==> config.mk <==
export PLATFORM = sky130hd
export DESIGN_NAME = tetromino_fetch_flat
export DESIGN_NICKNAME = d
export VERILOG_FILES = /design/src/rtl/tetromino_fetch_if.sv /design/src/rtl/tetromino_fetch.sv /design/src/flat_wrapper.sv
export SDC_FILE = /design/constraint.sdc
export NUM_CORES = 1
export LEC_CHECK = 0
export BUFFER_PORTS_ARGS = -buffer_cell sky130_fd_sc_hd__buf_2
export CORE_MARGIN = 4
export CORE_UTILIZATION = 40
export DETAILED_ROUTE_END_ITERATION = 8
export PLACE_DENSITY = 0.82
export SYNTH_ARGS = -nofsm -noshare
export SYNTH_HDL_FRONTEND = slang
export SYNTH_SLANG_ARGS = --single-unit
==> constraint.sdc <==
create_clock -name clk -period 1.9 [get_ports clk]
set_input_delay 0.095 -clock clk [delete_from_list [all_inputs] [get_ports clk]]
set_output_delay 0.095 -clock clk [all_outputs]
set_load 0.02 [all_outputs]
==> src/rtl/tetromino_fetch_if.sv <==
// tetromino_fetch_if
//   Bundles the request handshake, the BRAM port-0 read bus and the result
//   handshake of tetromino_fetch.
//   master : the fetch block (drives o_*, samples i_*)
//   slave  : the surrounding logic / BRAM (drives i_*, samples o_*)
//   Request : i_req_valid, o_req_ready, i_req_id[2:0], i_req_rot[1:0]
//   BRAM    : o_bram_addr0, o_bram_ce0, o_bram_we0, o_bram_d0, i_bram_q0
//   Result  : o_shape_valid, i_shape_ready, o_shape[15:0], o_color[3:0],
//             o_shape_id[2:0], o_shape_rot[1:0], o_err
interface tetromino_fetch_if #(
    parameter int DWIDTH = 32,
    parameter int AWIDTH = 4
);
    logic              i_req_valid;
    logic              o_req_ready;
    logic [2:0]        i_req_id;
    logic [1:0]        i_req_rot;

    logic [AWIDTH-1:0] o_bram_addr0;
    logic              o_bram_ce0;
    logic              o_bram_we0;
    logic [DWIDTH-1:0] o_bram_d0;
    logic [DWIDTH-1:0] i_bram_q0;

    logic              o_shape_valid;
    logic              i_shape_ready;
    logic [15:0]       o_shape;
    logic [3:0]        o_color;
    logic [2:0]        o_shape_id;
    logic [1:0]        o_shape_rot;
    logic              o_err;

    modport master (
        input  i_req_valid, i_req_id, i_req_rot, i_bram_q0, i_shape_ready,
        output o_req_ready, o_bram_addr0, o_bram_ce0, o_bram_we0, o_bram_d0,
               o_shape_valid, o_shape, o_color, o_shape_id, o_shape_rot, o_err
    );

    modport slave (
        output i_req_valid, i_req_id, i_req_rot, i_bram_q0, i_shape_ready,
        input  o_req_ready, o_bram_addr0, o_bram_ce0, o_bram_we0, o_bram_d0,
               o_shape_valid, o_shape, o_color, o_shape_id, o_shape_rot, o_err
    );
endinterface

==> src/rtl/tetromino_fetch.sv <==
// tetromino_fetch
//   Fetches one piece word (bitmap [15:0], colour [19:16]) from BRAM port 0,
//   rotates the 4x4 bitmap clockwise one quarter turn per cycle and presents
//   the result on a valid/ready output. Read-only client of the BRAM.
//   clk     : single clock, shared with the BRAM
//   reset_n : asynchronous active-low reset
//   bus     : request / BRAM port-0 / result signals (master side)
//
//   state   | meaning
//   IDLE    | ready for a request
//   READ    | ce0 high, BRAM reading the latched id
//   CAPTURE | BRAM data valid, latch bitmap and colour, load turn counter
//   ROTATE  | one clockwise quarter turn per cycle until counter hits 0
//   OUT     | result valid, held until the consumer accepts it
module tetromino_fetch #(
    parameter int DWIDTH     = 32,
    parameter int AWIDTH     = 4,
    parameter int MEM_DEPTH  = 10,
    parameter int NUM_PIECES = 7
) (
    input  logic              clk,
    input  logic              reset_n,
    tetromino_fetch_if.master bus
);

    // Ids are 3 bits wide and must also land inside the BRAM.
    localparam int NUM_VALID_A = (NUM_PIECES < MEM_DEPTH) ? NUM_PIECES : MEM_DEPTH;
    localparam int NUM_VALID   = (NUM_VALID_A < 8) ? NUM_VALID_A : 8;
    localparam logic [3:0] ID_LIMIT = 4'(NUM_VALID);

    typedef enum logic [2:0] {
        IDLE    = 3'd0,
        READ    = 3'd1,
        CAPTURE = 3'd2,
        ROTATE  = 3'd3,
        OUT     = 3'd4
    } state_t;

    state_t            state_q, state_d;
    logic [2:0]        id_q, id_d;
    logic [1:0]        rot_q, rot_d;
    logic [1:0]        cnt_q, cnt_d;
    logic [15:0]       shape_q, shape_d;
    logic [3:0]        color_q, color_d;
    logic              err_q, err_d;
    logic              ce0_q, ce0_d;
    logic [AWIDTH-1:0] addr0_q, addr0_d;

    // new[r][c] = old[3-c][r], bit index = row*4+col
    function automatic logic [15:0] rot_cw(input logic [15:0] s);
        logic [15:0] n;
        n = '0;
        for (int r = 0; r < 4; r++) begin
            for (int c = 0; c < 4; c++) begin
                n[r*4+c] = s[(3-c)*4+r];
            end
        end
        return n;
    endfunction

    always_ff @(posedge clk or negedge reset_n) begin
        if (!reset_n) begin
            state_q <= IDLE;
            id_q    <= '0;
            rot_q   <= '0;
            cnt_q   <= '0;
            shape_q <= '0;
            color_q <= '0;
            err_q   <= 1'b0;
            ce0_q   <= 1'b0;
            addr0_q <= '0;
        end else begin
            state_q <= state_d;
            id_q    <= id_d;
            rot_q   <= rot_d;
            cnt_q   <= cnt_d;
            shape_q <= shape_d;
            color_q <= color_d;
            err_q   <= err_d;
            ce0_q   <= ce0_d;
            addr0_q <= addr0_d;
        end
    end

    always_comb begin
        state_d = state_q;
        id_d    = id_q;
        rot_d   = rot_q;
        cnt_d   = cnt_q;
        shape_d = shape_q;
        color_d = color_q;
        err_d   = err_q;
        ce0_d   = 1'b0;
        addr0_d = addr0_q;

        unique case (state_q)
            IDLE: begin
                if (bus.i_req_valid) begin
                    id_d  = bus.i_req_id;
                    rot_d = bus.i_req_rot;
                    if ({1'b0, bus.i_req_id} >= ID_LIMIT) begin
                        // Invalid id: answer straight away, never touch the BRAM.
                        shape_d = '0;
                        color_d = '0;
                        err_d   = 1'b1;
                        state_d = OUT;
                    end else begin
                        ce0_d   = 1'b1;
                        addr0_d = AWIDTH'(bus.i_req_id);
                        state_d = READ;
                    end
                end
            end
            READ: begin
                state_d = CAPTURE;
            end
            CAPTURE: begin
                shape_d = bus.i_bram_q0[15:0];
                color_d = bus.i_bram_q0[19:16];
                err_d   = 1'b0;
                cnt_d   = rot_q;
                state_d = (rot_q == 2'd0) ? OUT : ROTATE;
            end
            ROTATE: begin
                shape_d = rot_cw(shape_q);
                cnt_d   = cnt_q - 2'd1;
                if (cnt_q == 2'd1) begin
                    state_d = OUT;
                end
            end
            OUT: begin
                if (bus.i_shape_ready) begin
                    state_d = IDLE;
                end
            end
            default: begin
                state_d = IDLE;
            end
        endcase
    end

    assign bus.o_req_ready   = (state_q == IDLE);
    assign bus.o_shape_valid = (state_q == OUT);
    assign bus.o_shape       = shape_q;
    assign bus.o_color       = color_q;
    assign bus.o_shape_id    = id_q;
    assign bus.o_shape_rot   = rot_q;
    assign bus.o_err         = err_q;
    assign bus.o_bram_ce0    = ce0_q;
    assign bus.o_bram_addr0  = addr0_q;
    assign bus.o_bram_we0    = 1'b0;
    assign bus.o_bram_d0     = '0;

    // Upper word bits carry nothing for this block.
    generate
        if (DWIDTH > 20) begin : g_q0_hi
            logic unused_q0_hi;
            assign unused_q0_hi = ^bus.i_bram_q0[DWIDTH-1:20];
        end
    endgenerate

endmodule

==> src/flat_wrapper.sv <==
// flat-port wrapper written by rule: the top's interface ports become plain ports
module tetromino_fetch_flat 
#(
    parameter int DWIDTH     = 32,
    parameter int AWIDTH     = 4,
    parameter int MEM_DEPTH  = 10,
    parameter int NUM_PIECES = 7
)
  (clk, reset_n, bus_i_req_valid, bus_i_req_id, bus_i_req_rot, bus_i_bram_q0, bus_i_shape_ready, bus_o_req_ready, bus_o_bram_addr0, bus_o_bram_ce0, bus_o_bram_we0, bus_o_bram_d0, bus_o_shape_valid, bus_o_shape, bus_o_color, bus_o_shape_id, bus_o_shape_rot, bus_o_err);
  tetromino_fetch_if #(.DWIDTH(DWIDTH), .AWIDTH(AWIDTH)) bus_i ();
  input  logic clk;
  input  logic reset_n;
  input wire logic [$bits(bus_i.i_req_valid)-1:0] bus_i_req_valid;
  input wire logic [$bits(bus_i.i_req_id)-1:0] bus_i_req_id;
  input wire logic [$bits(bus_i.i_req_rot)-1:0] bus_i_req_rot;
  input wire logic [$bits(bus_i.i_bram_q0)-1:0] bus_i_bram_q0;
  input wire logic [$bits(bus_i.i_shape_ready)-1:0] bus_i_shape_ready;
  output wire logic [$bits(bus_i.o_req_ready)-1:0] bus_o_req_ready;
  output wire logic [$bits(bus_i.o_bram_addr0)-1:0] bus_o_bram_addr0;
  output wire logic [$bits(bus_i.o_bram_ce0)-1:0] bus_o_bram_ce0;
  output wire logic [$bits(bus_i.o_bram_we0)-1:0] bus_o_bram_we0;
  output wire logic [$bits(bus_i.o_bram_d0)-1:0] bus_o_bram_d0;
  output wire logic [$bits(bus_i.o_shape_valid)-1:0] bus_o_shape_valid;
  output wire logic [$bits(bus_i.o_shape)-1:0] bus_o_shape;
  output wire logic [$bits(bus_i.o_color)-1:0] bus_o_color;
  output wire logic [$bits(bus_i.o_shape_id)-1:0] bus_o_shape_id;
  output wire logic [$bits(bus_i.o_shape_rot)-1:0] bus_o_shape_rot;
  output wire logic [$bits(bus_i.o_err)-1:0] bus_o_err;
  assign bus_i.i_req_valid = bus_i_req_valid;
  assign bus_i.i_req_id = bus_i_req_id;
  assign bus_i.i_req_rot = bus_i_req_rot;
  assign bus_i.i_bram_q0 = bus_i_bram_q0;
  assign bus_i.i_shape_ready = bus_i_shape_ready;
  assign bus_o_req_ready = bus_i.o_req_ready;
  assign bus_o_bram_addr0 = bus_i.o_bram_addr0;
  assign bus_o_bram_ce0 = bus_i.o_bram_ce0;
  assign bus_o_bram_we0 = bus_i.o_bram_we0;
  assign bus_o_bram_d0 = bus_i.o_bram_d0;
  assign bus_o_shape_valid = bus_i.o_shape_valid;
  assign bus_o_shape = bus_i.o_shape;
  assign bus_o_color = bus_i.o_color;
  assign bus_o_shape_id = bus_i.o_shape_id;
  assign bus_o_shape_rot = bus_i.o_shape_rot;
  assign bus_o_err = bus_i.o_err;
  tetromino_fetch #(.DWIDTH(DWIDTH), .AWIDTH(AWIDTH), .MEM_DEPTH(MEM_DEPTH), .NUM_PIECES(NUM_PIECES)) u_core (.clk(clk), .reset_n(reset_n), .bus(bus_i));
endmodule
==> key figures <==
Drt
  • WL/cell: 13.5 um
  • Highest metal used: met4
  • TritonRoute pass-1 iters: 4
  • WL met1: 1680 um
  • WL final: 4020 um
  • Met2 wire len: 2040 um
  • DRC: 0
  • Routed via count: 1421
  • First DRT Iteration DRCs: 44
  • Post-DRT Antenna Nets: 0
  • DR vias/cell: 4.77
  • Met3 wire len: 286 um

Timing
  • Min cycle time layout: 1570 ps
  • Relative slew slack: 48.0%
  • Max Fclk: 0.637 GHz
  • Setup TNS: 0 ps
  • RSZ-0062 raised after global routing: no
  • Final Hold Viols: 0
  • Final setup fails: 0
  • Final worst-path cycle share: 82.6%
  • Clock Skews: 1.29 ps
  • Slew Viols, Final: 0
  • Worst Tran Pin Value: 780 ps

Yosys
  • Synth top area cells: dfrtp_1 46%, buf_4 13%, mux2i_1 9.0%
  • Share of synthesized cell area in and, or, nand and nor gates: 9.31%
  • Synth top area share: 46.2%
  • Post-synthesis compound-gate area fraction: 13.9%
  • Yosys cell types: 30
  • Ys async rst share: 100%
  • Post-Synth Adder-Cell Area: 0.661%
  • Main combinational cell family by area after synthesis: buffers and inverters
  • Synth Warn #: 0
  • Synth Flop Type: dfrtp_1
  • Post-Syn Instances: 185
  • Syn Std Cell Area: 0.00189 mm^2
  • Post-synthesis area per instance: 10.2 um^2
  • Synth Area in XOR/XNOR: 0%
  • Mux cell area share after synthesis: 12.5%
  • Number of synthesized flops with an enable pin: 0
  • Count leader, synth: dfrtp_1
  • Synth Register Bits: 35
  • Seq/Total Area, Yosys: 46.2%
  • Most area-hungry cell type in the Yosys netlist: dfrtp_1
  • Commonest cells in the netlist: 35 x dfrtp_1, 34 x buf_4, 22 x nand2_1

Cells and area
  • Post-route insts no fill: 298
  • Diodes inserted: 0
  • Register area: 876 um^2
  • Nets: 287
  • Area occupied by multi-input gates: 822 um^2
  • Layout area overhead: 17.1%
  • Layout cells sized above 1: 31.7%
  • FILL cells: 422

Placement
  • RePlAce Congestion: 0.778
  • Number of port buffers: 60
  • DP HPWL: 2880 um
  • Placed Cells: 289

GRT
  • Gr usage total: 13.7%
  • Total gr overflow: 0
  • First-pass GRT wire length: 6640 um
  • Pin count of the biggest net entering global routing: 36
  • Number of global-route vias before repair: 1358
  • Initial antenna violation count: 0

Clocking
  • Post-CTS setup buffers: 0
  • Number of clock sinks: 35
  • Clk Latency, worst-skew pair: 270 ps
  • Reg clk slew, reported paths: 70 ps
  • CTS resizes: 0
  • Number of CTS-inserted buffers: 5
  • CTS tree: yes
  • Htree depth: 2
  • Cts hold-fix bufs: 1
  • Clock tree buffer depth: 2
  • Clock Tree Root: clkbuf_8

Worst setup path
  • Crit-path cells: buf_4, nor3_1, buf_2
  • CP Launch Type: flip-flop
  • Worst EP arrival: 1470 ps
  • Critical-path maximum fanout: 32
  • Crit. End Element: output port
  • Worst endpoint required time: 1800 ps
  • Critical path's slowest cell: dfrtp_1
  • Critical Path Max Stage Delay: 380 ps
  • Critical path class: reg -> out

Min path
  • Min-Delay Path Class: in -> reg

Power
  • PwrDens: 1780 mW/mm^2
  • Leak pwr: 1.16 nW
  • VDD IR max: 844 uV

Floorplanning
  • Core Area: 0.00447 mm^2
  • Initial Utilization: 42.3%
  • Die Area: 0.00590 mm^2
  • Rows: 24
  • IO Pins: 107
  • Chip Height: 76.8 um
  • Die width: 76.8 um

Job
  • Max-Cap Viols: 0

Run status
  • Status: completed
power by group:
| part | switching [W] | internal, W |
|---|---|---|
| clock network | 0.000253 | 0.000331 |
| logic | 0.00120 | 0.000799 |
| registers | 0.000256 | 0.00111 |
layer usage:
| layer | track usage [%] | vias up |
|---|---|---|
| met1 | 17.1 | 669 |
| met3 | 2.93 | 2 |
| met5 | 0 | - |
| li1 | - | 700 |
| met4 | 4.35 | 0 |
| met2 | 23.3 | 50 |
layout by cell type, fill, tap and decap left out, drive strengths merged, types with 2 or more instances in the layout:
cell type   n
mux2i      17
conb       34
inv         4
a21oi       3
mux2        5
nand2b      2
nor2        5
o22ai      16
nor3        2
o21ai       7
nand2      22
nor3b       2
and3        2
buf        64
o22a        4
dfrtp      35
clkbuf      8
o2bb2ai     4
sequential cells by signal (all words and copies together), names as in the netlist:
signal,count
u_core.bus.o_shape_id,3
u_core.bus.o_err,1
u_core.cnt_q,2
u_core.bus.o_shape,16
u_core.state_q,3
u_core.bus.o_color,4
u_core.bus.o_bram_ce0,1
u_core.bus.o_bram_addr0,3
u_core.bus.o_shape_rot,2
logic make-up after synthesis:
kind of cell / count (synthesis)
compound gates: 39
fa+ha+maj: 1
buf+inv: 49
simple gates: 38
flops: 35
mux: 22
other cells: 1
worst max-delay path: cells and delay by family (launching register included):
family | cells | cell delay [ps]
DFF | 1 | 380
and+or+nand+nor | 1 | 320
buffers and inverters | 2 | 500
stage by stage:
step / util, % / worst slack, ps / power [W] / cell area, um^2 / hold WS, ps
6_report: 49.6 / 330 / 0.00394 / 2220 / 18.7
2_1_floorplan: - / 366 / 0.00286 / 2020 / -201
3_5_place_dp: 47.1 / 337 / 0.00340 / 2110 / 226
4_1_cts: 49.6 / 296 / 0.00400 / 2220 / 2.90
3_3_place_gp: 47.1 / 367 / 0.00333 / 2110 / 218
5_1_grt: 49.6 / 226 / 0.00424 / 2220 / 0.0483
path summary, 6_finish.rpt:
path / cells past startpoint / slack [ps] / end / start
setup / recovery: 3 / 330 / bus_o_req_ready / u_core.state_q[0]
hold / removal: 2 / 20 / u_core.state_q[2] / bus_i_shape_ready
setup reg to reg: 2 / 340 / u_core.bus.o_shape_rot[0] / u_core.state_q[1]
hold reg to reg: 1 / 480 / u_core.bus.o_bram_addr0[0] / u_core.bus.o_bram_addr0[0]
max in group asynchronous: 2 / 950 / u_core.bus.o_shape[12] / reset_n
min in group asynchronous: 2 / 450 / u_core.bus.o_shape_id[1] / reset_n
area by class of cell:
type	count	share of cell area [%]
clock buffers	8	4.51
inverters	4	0.677
multi-input cells	134	37.1
flip-flops and latches	35	39.5
well taps	52	2.93
repair buffers	65	15.3
Power figures use the tool's default switching activity.
